<file path="src/rtl/frame_color_classifier.sv">
`default_nettype none
// ============================================================================
// Module      : frame_color_classifier
// Description : Counts red- and blue-dominant RGB332 pixels in the camera
//               window of the VGA read stream and classifies each frame at
//               the VSYNC falling edge. Optional macro FRAME_VOTE_EN adds a
//               multi-frame vote before RESULT is allowed to change.
// Revision    : 1.0 - initial release
// ============================================================================
module frame_color_classifier #(
    parameter int          SCREEN_WIDTH  = 176,
    parameter int          SCREEN_HEIGHT = 144,
    parameter logic [2:0]  RED_MIN       = 3'd5,
    parameter logic [1:0]  BLUE_MIN      = 2'd2,
    parameter logic [2:0]  G_MAX         = 3'd2,
    parameter logic [14:0] RED_THRESH    = 15'd2000,
`ifdef FRAME_VOTE_EN
    parameter int          VOTE_FRAMES   = 3,
`endif
    parameter logic [14:0] BLUE_THRESH   = 15'd2000
) (
    input  logic        CLK,
    input  logic        RESET,
    input  logic [7:0]  PIXEL_IN,
    input  logic [9:0]  VGA_PIXEL_X,
    input  logic [9:0]  VGA_PIXEL_Y,
    input  logic        VGA_VSYNC_NEG,
    output logic [1:0]  RESULT,
    output logic        RESULT_VALID,
    output logic [14:0] RED_COUNT,
    output logic [14:0] BLUE_COUNT,
    output logic        FRAME_DONE
);

    localparam logic [1:0]  c_WAIT_FRAME = 2'd0;
    localparam logic [1:0]  c_ACCUM      = 2'd1;
    localparam logic [1:0]  c_DECIDE     = 2'd2;

    localparam logic [1:0]  c_RES_NONE   = 2'b00;
    localparam logic [1:0]  c_RES_RED    = 2'b01;
    localparam logic [1:0]  c_RES_BLUE   = 2'b10;

    localparam logic [9:0]  c_WIDTH      = 10'(SCREEN_WIDTH);
    localparam logic [9:0]  c_HEIGHT     = 10'(SCREEN_HEIGHT);
    localparam logic [14:0] c_ACC_MAX    = 15'h7FFF;

    logic [1:0]  r_state;
    logic [1:0]  w_state_next;
    logic [9:0]  r_x;
    logic [9:0]  r_y;
    logic        r_vsync;
    logic        w_vsync_fall;
    logic        w_in_window;
    logic        w_is_red;
    logic        w_is_blue;
    logic [14:0] r_red_acc;
    logic [14:0] r_blue_acc;
    logic [14:0] w_red_next;
    logic [14:0] w_blue_next;
    logic [14:0] r_red_snap;
    logic [14:0] r_blue_snap;
    logic [1:0]  w_decision;

    // The frame buffer answers one cycle after the address, so the scan
    // position is delayed once to line up with PIXEL_IN.
    always_ff @(posedge CLK) begin
        if (RESET) begin
            r_x     <= '0;
            r_y     <= '0;
            r_vsync <= 1'b0;
        end else begin
            r_x     <= VGA_PIXEL_X;
            r_y     <= VGA_PIXEL_Y;
            r_vsync <= VGA_VSYNC_NEG;
        end
    end

    always_comb begin
        w_vsync_fall = r_vsync & ~VGA_VSYNC_NEG;
        w_in_window  = (r_x < c_WIDTH) && (r_y < c_HEIGHT);
        w_is_red     = w_in_window
                       && (PIXEL_IN[7:5] >= RED_MIN)
                       && (PIXEL_IN[4:2] <= G_MAX)
                       && (PIXEL_IN[1:0] == 2'd0);
        w_is_blue    = w_in_window
                       && (PIXEL_IN[1:0] >= BLUE_MIN)
                       && (PIXEL_IN[4:2] <= G_MAX)
                       && (PIXEL_IN[7:5] <= 3'd2);
        w_red_next   = (w_is_red && (r_red_acc != c_ACC_MAX))
                       ? r_red_acc + 15'd1 : r_red_acc;
        w_blue_next  = (w_is_blue && (r_blue_acc != c_ACC_MAX))
                       ? r_blue_acc + 15'd1 : r_blue_acc;
    end

    always_ff @(posedge CLK) begin
        if (RESET) begin
            r_state <= c_WAIT_FRAME;
        end else begin
            r_state <= w_state_next;
        end
    end

    always_comb begin
        w_state_next = r_state;
        case (r_state)
            c_WAIT_FRAME: if (w_vsync_fall) w_state_next = c_ACCUM;
            c_ACCUM:      if (w_vsync_fall) w_state_next = c_DECIDE;
            c_DECIDE:     w_state_next = c_ACCUM;
            default:      w_state_next = c_WAIT_FRAME;
        endcase
    end

    // The snapshot takes the incremented value so a pixel landing on the
    // edge cycle still belongs to the frame that is ending.
    always_ff @(posedge CLK) begin
        if (RESET) begin
            r_red_acc   <= '0;
            r_blue_acc  <= '0;
            r_red_snap  <= '0;
            r_blue_snap <= '0;
        end else if (r_state == c_ACCUM) begin
            r_red_acc  <= w_red_next;
            r_blue_acc <= w_blue_next;
            if (w_vsync_fall) begin
                r_red_snap  <= w_red_next;
                r_blue_snap <= w_blue_next;
            end
        end else begin
            r_red_acc  <= '0;
            r_blue_acc <= '0;
        end
    end

    always_comb begin
        w_decision = c_RES_NONE;
        if ((r_red_snap >= RED_THRESH) && (r_red_snap > r_blue_snap)) begin
            w_decision = c_RES_RED;
        end else if ((r_blue_snap >= BLUE_THRESH) && (r_blue_snap > r_red_snap)) begin
            w_decision = c_RES_BLUE;
        end
    end

`ifdef FRAME_VOTE_EN
    localparam int c_VOTE_W = $clog2(VOTE_FRAMES + 1);

    logic [c_VOTE_W-1:0] r_vote_cnt;
    logic [c_VOTE_W-1:0] w_vote_cnt_next;
    logic [1:0]          r_vote_cand;
    logic                w_vote_hold;
    logic                w_vote_commit;

    // A decision matching the published result cancels any pending vote;
    // before the first commit every decision is a candidate.
    always_comb begin
        w_vote_hold     = RESULT_VALID && (w_decision == RESULT);
        w_vote_cnt_next = ((r_vote_cnt != '0) && (w_decision == r_vote_cand))
                          ? r_vote_cnt + c_VOTE_W'(1) : c_VOTE_W'(1);
        w_vote_commit   = !w_vote_hold && (w_vote_cnt_next == c_VOTE_W'(VOTE_FRAMES));
    end

    always_ff @(posedge CLK) begin
        if (RESET) begin
            r_vote_cnt  <= '0;
            r_vote_cand <= c_RES_NONE;
        end else if (r_state == c_DECIDE) begin
            if (w_vote_hold || w_vote_commit) begin
                r_vote_cnt <= '0;
            end else begin
                r_vote_cnt  <= w_vote_cnt_next;
                r_vote_cand <= w_decision;
            end
        end
    end
`endif

    always_ff @(posedge CLK) begin
        if (RESET) begin
            RESULT       <= c_RES_NONE;
            RESULT_VALID <= 1'b0;
            RED_COUNT    <= '0;
            BLUE_COUNT   <= '0;
            FRAME_DONE   <= 1'b0;
        end else begin
            FRAME_DONE <= 1'b0;
            if (r_state == c_DECIDE) begin
                FRAME_DONE <= 1'b1;
                RED_COUNT  <= r_red_snap;
                BLUE_COUNT <= r_blue_snap;
`ifdef FRAME_VOTE_EN
                if (w_vote_commit) begin
                    RESULT       <= w_decision;
                    RESULT_VALID <= 1'b1;
                end
`else
                RESULT       <= w_decision;
                RESULT_VALID <= 1'b1;
`endif
            end
        end
    end

endmodule
`default_nettype wire

</file>
<file path="config.mk">
export PLATFORM = sky130hd
export DESIGN_NAME = frame_color_classifier
export DESIGN_NICKNAME = d
export VERILOG_FILES = /design/src/rtl/frame_color_classifier.sv
export SDC_FILE = /design/constraint.sdc
export NUM_CORES = 1
export LEC_CHECK = 0
export ABC_AREA = 1
export BUFFER_PORTS_ARGS = -buffer_cell sky130_fd_sc_hd__buf_2
export CORE_ASPECT_RATIO = 1.1
export CORE_MARGIN = 2
export CORE_UTILIZATION = 45
export CTS_CLUSTER_SIZE = 28
export DETAILED_ROUTE_END_ITERATION = 8
export REMOVE_ABC_BUFFERS = 1
export SLEW_MARGIN = 30
export SYNTH_ARGS = -nofsm -noshare
export SYNTH_HDL_FRONTEND = slang
export SYNTH_SLANG_ARGS = --single-unit
</file>
<file path="constraint.sdc">
create_clock -name CLK -period 3.7 [get_ports CLK]
set_clock_uncertainty 0.05 [all_clocks]
set_input_delay 0.37 -clock CLK [delete_from_list [all_inputs] [get_ports CLK]]
set_output_delay 0.37 -clock CLK [all_outputs]
set_load 0.03 [all_outputs]
</file>
# [Yosys cells after proc, flatten, opt, wreduce, memory -nomap -nowiden]
# Index checks and enable logic that the tools add are counted.
[classes] add_sub_neg=2 n_mul=0 div=0 magnitude_cmp=10 n_eq_ne=6 shifts=0 n_mux=8 n_bitwise=3 n_reduce_logical=16
[ops] operator="adder 15 x 1 -> 15 bit (second input constant)" count=2
[ops] operator="greater-or-equal comparator 15 x 11 -> 1 bit (second input constant)" count=2
[ops] operator="> comparator 15 bit" count=2
[ops] operator="two-way mux 15 bit" count=2
[ops] operator="inequality test 15 bit (second input constant)" count=2
[ops] operator="< comparator 10 x 8 -> 1 bit (second input constant)" count=2
[ops] operator="logical AND 1 bit" count=11
[ops] operator="two-way mux 2 bit" count=4
[ops] operator="less-or-equal comparator 3 x 2 -> 1 bit (second input constant)" count=2
[ops] operator="case mux 2 bit (3 select lines)" count=1
[ops] operator="zero test 2 bit" count=2
[ops] operator="inequality test 2 bit (second input constant)" count=2
[ops] operator="AND reduction 2 bit" count=2
[ops] operator="greater-or-equal comparator 3 bit (second input constant)" count=1
[ops] operator="== test 2 x 1 -> 1 bit (second input constant)" count=1
[ops] operator="== test 2 bit (second input constant)" count=1
[ops] operator="greater-or-equal comparator 2 bit (second input constant)" count=1
[ops] operator="NOT 1 bit" count=2
[ops] operator="OR reduction 2 bit" count=1
[ops] operator="bitwise AND 1 bit" count=1
[ops] operator="two-way mux 1 bit" count=1
[totals] regBits=117 latchBits=0 ram_bits=0 romBits=0 wordCells=58 memories=0

# [Depth between registers and ports, before layout]
# Gate-level depths: netlist of the first run.
[logic_depth] ltp_word=7 mapped_depth=12 mapped_depth_nobuf=11

# [Worst setup path before layout of the first run]
# OpenSTA, ideal clock, no wires.
[synth_path] kind="reg2reg" from="reg r_red_acc[0]" to="reg r_red_snap[4]" setup_ns=0.109 arrival_ns=1.567 setup_slack_ns=1.974 path_stages_with_launch=12 path_cell_list="dfxtp_1 -> ha_1 -> nand2_1 -> nor2_2 -> nand2_2 -> nor2_4 -> nand2_4 -> buf_4 -> nand3_1 -> nand3_1 -> nand2_1 -> inv_1"
[synth_between] elab_chain_cells=3 elab_cells_between_ends=4
[synth_lines] item="from (decl)" line_no="56" rtl="logic [14:0] r_red_acc;"
[synth_lines] item="from (signal assigned)" line_no="122" rtl="r_red_acc <= w_red_next;"
[synth_lines] item="parallel branches: the longest is 2 deep, another holds adder 15 x 1 -> 15 bit"
[synth_lines] item="two-way mux 15 bit *" line_no="90" rtl="? r_red_acc + 15'd1 : r_red_acc;"
[synth_lines] item="to (signal assigned)" line_no="125" rtl="r_red_snap <= w_red_next;"
[synth_lines] item="to (decl)" line_no="60" rtl="logic [14:0] r_red_snap;"
# Every way passes the cells marked *.
# A chain may end at the register's enable or synchronous reset.

# [Final worst setup path of the first run]
[layout_path] from="reg r_y[5]" to="reg r_blue_snap[0]"
[layout_between] elab_chain_cells=7
[layout_lines] item="from (decl)" line_no="50" rtl="logic [9:0] r_y;"
[layout_lines] item="from (signal assigned)" line_no="69" rtl="r_y <= '0;"
[layout_lines] item="from (signal assigned)" line_no="73" rtl="r_y <= VGA_PIXEL_Y;"
[layout_lines] item="< comparator 10 x 8 -> 1 bit" line_no="80" rtl="w_in_window = (r_x < c_WIDTH) && (r_y < c_HEIGHT);"
[layout_lines] item="logical AND 1 bit" line_no="80"
[layout_lines] item="logical AND 1 bit" line_no="86" rtl="&& (PIXEL_IN[1:0] >= BLUE_MIN)"
[layout_lines] item="logical AND 1 bit" line_no="87" rtl="&& (PIXEL_IN[4:2] <= G_MAX)"
[layout_lines] item="logical AND 1 bit" line_no="88" rtl="&& (PIXEL_IN[7:5] <= 3'd2);"
[layout_lines] item="logical AND 1 bit" line_no="91" rtl="w_blue_next = (w_is_blue && (r_blue_acc != c_ACC_MAX))"
[layout_lines] item="two-way mux 15 bit" line_no="92" rtl="? r_blue_acc + 15'd1 : r_blue_acc;"
[layout_lines] item="to (signal assigned)" line_no="126" rtl="r_blue_snap <= w_blue_next;"
[layout_lines] item="to (decl)" line_no="61" rtl="logic [14:0] r_blue_snap;"
# No other way between the ends.

==> impl_metrics.env, run 1 <==
export IMPL_placed_cells=896
export IMPL_synth_edf_count=0
export IMPL_hpwl_mm=8.45
export IMPL_drt_pass1_iter_count=4
export IMPL_overflow=0
export IMPL_syn_avg_cell_area_sq_um=7.17
export IMPL_route_detailed_vias_per_inst=4.97
export IMPL_largest_net_degree_at_the_start_of_global_routing=52
export IMPL_yosysTopAreaCell="dfxtp_1"
export IMPL_internal_power_mw=1.69
export IMPL_antenna_cells_inserted=0
export IMPL_outcome="finished, final reports clean"
export IMPL_worst_setup_path_type="flip-flop to flip-flop"
export IMPL_yosysWarningCount=0
export IMPL_cts_root_buffer_cell="clkbuf_16"
export IMPL_cts_repair_resize_count=0
export IMPL_cts_buffer_depth=2
export IMPL_synth_sequential_area_ratio=0.424
export IMPL_final_layout_size_suffix_gt1_frac=0.137
export IMPL_synth_most_common_cell="nand2_1"
export IMPL_worst_hold_path_type="primary input to flip-flop"
export IMPL_timing_final_hold_violations=0
export IMPL_syn_to_final_growth_pct=11.9
export IMPL_finalCriticalPeriod_ns=2.14
export IMPL_htree_num_levels=3
export IMPL_grt_antenna_before_repair=0
export IMPL_tritoncts="built"
export IMPL_power_frac_comb=0.047
export IMPL_unrepaired_setup_endpoints_after_global_routing="no"
export IMPL_wire_per_inst_um=13.0
export IMPL_syn_inst=717
export IMPL_die_height_um=116
export IMPL_cts_buffers_inserted=9
export IMPL_core_sq_um=11000
export IMPL_postSynth_topFlopCell="dfxtp_1"
export IMPL_cp_data_required_time_ns=3.89
export IMPL_ioPinCount=65
export IMPL_synth_commonest_cells="123 x nand2_1, 109 x dfxtp_1, 100 x nor2_1"
export IMPL_fin_hold_ws_ns=0.177
export IMPL_gr_usage_all_layers=0.199
export IMPL_worst_pin_slew_ns=0.898
export IMPL_share_seq_of_total_power=0.549
export IMPL_start_kind="flip-flop"
export IMPL_postCtsSetupRepairBufs=0
export IMPL_postSynth_asyncResetShare=0
export IMPL_die_area_sq_um=12300
export IMPL_design_area_sq_um=5760
export IMPL_crit_path_end_kind="flip-flop"
export IMPL_p_sw_mw=0.486
export IMPL_yosys_area_top_type_share=0.424
export IMPL_maximum_net_fanout_on_the_critical_path=17
export IMPL_port_buffers=56
export IMPL_total_placed_instance_area_sq_um=5490
export IMPL_slew_violations=0
export IMPL_max_slew_margin_rel=0.401
export IMPL_vias_in_the_first_global_route=4303
export IMPL_initial_utilization=0.467
export IMPL_power_frac_clock=0.404
export IMPL_netlist_cell_type_count=28
export IMPL_ys_ff_latch=109
export IMPL_cap_viol_max_count=0
export IMPL_cts_hold_repair_buffers=0
export IMPL_placementRows=40
export IMPL_clock_fmax_mhz=468
export IMPL_netlist_area_sq_um=5140
export IMPL_routabilityCongestion=0.811
export IMPL_clock_insertion_delay_worst_skew_ns=0.34
export IMPL_route_vias_total=4529
export IMPL_drt_iter0_markers=177
export IMPL_layout_nets=808
export IMPL_synth_top_area_cells="dfxtp_1 42%, nand2_1 9.0%, nand3_1 7.3%"
export IMPL_timing_critical_path_arrival_ns=2.33
export IMPL_fin_cells=911
export IMPL_irDropWorstVdd_mv=0.203
export IMPL_dieWidth_um=106
export IMPL_detail_route_antenna_nets=0
export IMPL_timing_final_setup_violations=0
export IMPL_timing_setup_tns_ns=0
export IMPL_sw_frac_of_total=0.223
export IMPL_grt_first_pass_wirelength_mm=19.8
export IMPL_clock_transition_time_at_the_flip_flop_clock_pins_of_the_worst_setup_and_hold_paths_ns=0.07
export IMPL_route_detailed_drc=0
export IMPL_power_density_nw_per_um2=379
export IMPL_wirelength_mm=11.8
export IMPL_share_of_the_cycle_needed_by_the_critical_path_after_routing=0.578
export IMPL_p_leak_nw=2.63
export IMPL_clock_sink_count=109
critical path, stage by stage, from the launching register on:
cell     delay, ns
dfxtp_1       0.30
nor2_1        0.09
nand2_1       0.05
nand2_1       0.09
nand3_1       0.12
nor2_2        0.64
nand2_4       0.30
nand2_1       0.16
nand3_1       0.11
nand2_1       0.09
inv_1         0.03
power groups by stage:
stage / Sequential, mW / Clock (mW) / Combinational, mW
2_1_floorplan: 1.23 / 0 / 0.0580
3_3_place_gp: 1.22 / 0 / 0.102
3_5_place_dp: 1.22 / 0 / 0.105
4_1_cts: 1.20 / 0.898 / 0.105
5_1_grt: 1.20 / 0.942 / 0.120
6_report: 1.20 / 0.881 / 0.103
placed cells by master (no fill, tap or decap), drive strengths merged:
cell | netlist | layout
xor2 | 9 | 9
or2 | 1 | 1
nand4 | 13 | 13
nand3 | 76 | 76
a21oi | 74 | 74
inv | 88 | 88
clkinvlp | 0 | 2
ha | 17 | 17
nand3b | 7 | 7
nor3b | 1 | 1
o21ai | 41 | 41
nor4 | 2 | 2
nor2 | 108 | 108
nand2 | 142 | 142
clkbuf | 17 | 11
a21o | 1 | 1
dfxtp | 109 | 109
clkinv | 0 | 2
buf | 11 | 60
metal layers:
layer  global-route usage  vias up  part of all wire
li1                     -     2393                 -
met1                0.237     2068              0.45
met2                0.372       51              0.50
met3               0.0257       17             0.027
met4               0.0693        0             0.017
met5                    0        -                 0
stage by stage:
step           total power, mW  worst slack [ns]   util
6_report                  2.18              1.56  0.523
3_3_place_gp              1.33              1.45  0.499
5_1_grt                   2.26              1.28  0.523
4_1_cts                   2.20              1.53  0.523
2_1_floorplan             1.28             0.957      -
3_5_place_dp              1.33              1.43  0.499
area by class of cell:
class	instances	area, sq um
Tap cell	147	184
Clock inverter	4	25.0
Sequential cell	109	2180
Clock buffer	11	243
Multi-Input combinational cell	492	2480
Fill cell	1128	5250
Timing Repair Buffer	60	310
Inverter	88	330
worst paths after layout:
kind	from	end	slack, ns	depth (start not counted)
hold reg to reg	RESULT_VALID	RESULT_VALID	0.43	2
setup / recovery	r_y[5]	r_blue_snap[0]	1.56	10
setup reg to reg	r_y[5]	r_blue_snap[0]	1.56	10
hold / removal	VGA_PIXEL_X[7]	r_x[7]	0.18	3
cells by family (layout without fill, tap and decap cells):
family / Yosys count / after routing / synth area share
and+or+nand+nor: 350 / 350 / 0.312
adders and majority gates: 17 / 17 / 0.0414
AOI/OAI and AO/OA: 116 / 116 / 0.113
xor gates and xnor gates: 9 / 9 / 0.0153
DFF: 109 / 109 / 0.424
buffers and inverters: 116 / 163 / 0.0936
flip-flops by register name, summed over array words and instances (netlist names), 2 cells and up:
signal,flops
r_blue_acc,15
RED_COUNT,15
r_red_snap,15
r_red_acc,15
r_x,6
RESULT,2
r_state,2
r_blue_snap,15
r_y,6
BLUE_COUNT,15
(Power assumes the default switching activity.)
==> run 2, diff against run 1 <==
--- a/config.mk
+++ b/config.mk
@@ -5,13 +5,14 @@
 export SDC_FILE = /design/constraint.sdc
 export NUM_CORES = 1
 export LEC_CHECK = 0
-export ABC_AREA = 1
+export ABC_AREA = 0
 export BUFFER_PORTS_ARGS = -buffer_cell sky130_fd_sc_hd__buf_2
 export CORE_ASPECT_RATIO = 1.1
 export CORE_MARGIN = 2
 export CORE_UTILIZATION = 45
 export CTS_CLUSTER_SIZE = 28
 export DETAILED_ROUTE_END_ITERATION = 8
+export PLACE_DENSITY = 0.65
 export REMOVE_ABC_BUFFERS = 1
 export SLEW_MARGIN = 30
 export SYNTH_ARGS = -nofsm -noshare
==> constraint.sdc (replaced) <==
create_clock -name CLK -period 2.07 [get_ports CLK]
set_clock_uncertainty 0.05 [all_clocks]
set_input_delay 0.207 -clock CLK [delete_from_list [all_inputs] [get_ports CLK]]
set_output_delay 0.207 -clock CLK [all_outputs]
set_load 0.03 [all_outputs]
==> run 2 against run 1 <==
  * The run now ends with setup timing left
  * Synthesized cell count decreased by 26%
  * Fmax rose by 2.8%
  * Utilization increased by 5.2 points
  * First-iteration DRC count shrank 3.4%
  * Highest routed layer unchanged
==> impl_metrics.env, run 2 <==
export IMPL_postSynth_asyncResetShare=0
export IMPL_power_density_nw_per_um2=626
export IMPL_yosys_area_top_type_share=0.469
export IMPL_clock_sink_count=109
export IMPL_ys_ff_latch=109
export IMPL_clock_insertion_delay_worst_skew_ns=0.37
export IMPL_critical_path_buf_inv_count=0
export IMPL_cts_root_buffer_cell="clkbuf_8"
export IMPL_layout_cells_most_common="dfxtp_1"
export IMPL_antenna_cells_inserted=0
export IMPL_ioPinCount=65
export IMPL_crit_path_end_kind="flip-flop"
export IMPL_hpwl_mm=7.62
export IMPL_drt_iter0_markers=171
export IMPL_finalCriticalPeriod_ns=2.08
export IMPL_critical_path_max_stage_delay_ns=0.50
export IMPL_worst_pin_slew_ns=0.728
export IMPL_synth_sequential_area_ratio=0.469
export IMPL_internal_power_mw=2.79
export IMPL_wirelength_mm=11.1
export IMPL_die_area_sq_um=11200
export IMPL_slew_violations=0
export IMPL_timing_critical_path_arrival_ns=2.32
export IMPL_port_buffers=56
export IMPL_share_of_the_cycle_needed_by_the_critical_path_after_routing=1.00
export IMPL_cap_viol_max_count=0
export IMPL_timing_final_setup_violations=2
export IMPL_cp_data_required_time_ns=2.31
export IMPL_yosysWarningCount=0
export IMPL_timing_setup_tns_ns=-0.0107
export IMPL_yosysTopAreaCell="dfxtp_1"
export IMPL_final_cell_mix="107 x dfxtp_1, 78 x nand2_1, 56 x a21oi_1, 56 x buf_2, 54 x nor2_1"
export IMPL_total_placed_instance_area_sq_um=5190
export IMPL_routabilityCongestion=0.877
export IMPL_tritoncts="built"
export IMPL_htree_num_levels=3
export IMPL_worst_setup_path_type="flip-flop to flip-flop"
export IMPL_drt_pass1_iter_count=4
export IMPL_netlist_area_sq_um=4660
export IMPL_cells_along_the_critical_path="nor4_4, o211ai_2, or3_4, or4_4, a311oi_2"
export IMPL_syn_inst=533
export IMPL_p_sw_mw=0.806
export IMPL_route_detailed_vias_per_inst=5.48
export IMPL_route_detailed_drc=0
export IMPL_share_seq_of_total_power=0.595
export IMPL_start_kind="flip-flop"
export IMPL_final_setup_worst_slack_ns=-0.0101
export IMPL_layout_nets=668
export IMPL_clock_transition_time_at_the_flip_flop_clock_pins_of_the_worst_setup_and_hold_paths_ns=0.10
export IMPL_final_fill_count=918
export IMPL_synth_top_area_cells="dfxtp_1 47%, nand2_1 6.3%, a21oi_1 6.1%"
export IMPL_cts_buffer_depth=2
export IMPL_detail_route_antenna_nets=0
export IMPL_maximum_net_fanout_on_the_critical_path=6
export IMPL_die_height_um=111
export IMPL_fin_hold_ws_ns=0.0183
export IMPL_core_sq_um=9980
export IMPL_placementRows=38
export IMPL_cts_buffers_inserted=9
export IMPL_synth_commonest_cells="109 x dfxtp_1, 78 x nand2_1, 57 x a21oi_1"
export IMPL_irDropWorstVdd_mv=0.371
export IMPL_gr_usage_all_layers=0.205
export IMPL_synth_edf_count=0
export IMPL_power_frac_comb=0.056
export IMPL_grt_first_pass_wirelength_mm=18.3
export IMPL_route_vias_total=4074
export IMPL_dieWidth_um=101
export IMPL_timing_final_hold_violations=0
export IMPL_final_layout_size_suffix_gt1_frac=0.236
export IMPL_netlist_cell_type_count=52
export IMPL_overflow=0
export IMPL_postSynth_topFlopCell="dfxtp_1"
export IMPL_vias_in_the_first_global_route=3823
export IMPL_outcome="complete, but fails checks"
export IMPL_syn_to_final_growth_pct=23.3
export IMPL_violations="setup timing"
export IMPL_design_area_sq_um=5740
export IMPL_slowest_stage_cell_on_the_critical_path="or4_4"
export IMPL_largest_net_degree_at_the_start_of_global_routing=81
export IMPL_grt_antenna_before_repair=0
export IMPL_worst_path_dominant_cell_family="simple AND/OR/NAND/NOR gates"
export IMPL_clock_fmax_mhz=481
export IMPL_power_frac_clock=0.350
export IMPL_p_leak_nw=2.06
export IMPL_synth_most_common_cell="dfxtp_1"
export IMPL_sw_frac_of_total=0.224
export IMPL_initial_utilization=0.466
export IMPL_wire_per_inst_um=15.0
export IMPL_worst_hold_path_type="primary input to flip-flop"
export IMPL_max_slew_margin_rel=0.515
export IMPL_unrepaired_setup_endpoints_after_global_routing="yes"
export IMPL_syn_avg_cell_area_sq_um=8.73
-- run 2: per-stage QoR --
stage / power (mW) / utilization / std cells / setup slack, ns
CTS: 3.62 / 0.554 / 738 / -0.0616
detailed placement: 2.36 / 0.520 / 711 / -0.0662
finish: 3.60 / 0.575 / 743 / -0.0101
global placement: 2.35 / 0.520 / 711 / -0.0188
floorplan: 2.27 / - / 505 / -0.0133
global route: 3.74 / 0.575 / 743 / -0.108
-- run 2: routing by layer --
metal  up-vias  part of all wire  global-route usage
met2        92              0.47               0.328
met4         0             0.021              0.0838
met5         -                 0                   0
met3        17             0.037              0.0265
li1       2081                 -                   -
met1      1884              0.47               0.279
-- run 2: kinds of logic (layout without fill, tap and decap cells) --
| kind of cell | after synthesis | count (layout) | share of synthesized area |
|---|---|---|---|
| xor+xnor | 6 | 6 | 0.0113 |
| flops | 109 | 109 | 0.469 |
| fa+ha+maj | 17 | 17 | 0.0457 |
| buf+inv | 46 | 135 | 0.0486 |
| simple gates | 227 | 228 | 0.245 |
| compound gates | 125 | 125 | 0.174 |
| mux | 3 | 3 | 0.00645 |
-- run 2: cell type report --
class	count	area [sq um]	area share
Multi-Input combinational cell	379	2450	0.428
Sequential cell	109	2180	0.381
Timing Repair Buffer	103	703	0.122
Tap cell	120	150	0.0262
Clock buffer	12	145	0.0253
Inverter	18	67.6	0.0118
Clock inverter	2	35.0	0.00610
-- run 2: final timing paths --
check | start | end | slack (ns) | cells past startpoint
max | r_x[9] | r_red_snap[5] | -0.01 | 5
min | VGA_VSYNC_NEG | r_vsync | 0.02 | 2
max reg2reg | r_x[9] | r_red_snap[5] | -0.01 | 5
min reg2reg | BLUE_COUNT[1] | BLUE_COUNT[1] | 0.40 | 2
-- run 2: power groups by stage --
stage / Clock (mW) / Combinational [mW] / Sequential (mW)
after CTS: 1.29 / 0.190 / 2.14
after global placement: 0 / 0.168 / 2.19
final: 1.26 / 0.200 / 2.14
after global routing: 1.38 / 0.222 / 2.14
after detailed placement: 0 / 0.173 / 2.19
after floorplan: 0 / 0.0861 / 2.18
-- run 2: timing repair --
action	4_1_cts	5_1_grt
pin swaps	5	16
cloned	1	0
resized for setup	7	36
hold endpoints to repair	10	0
hold buffers	10	0
setup buffers	2	5
endpoints found under the setup margin	4	45
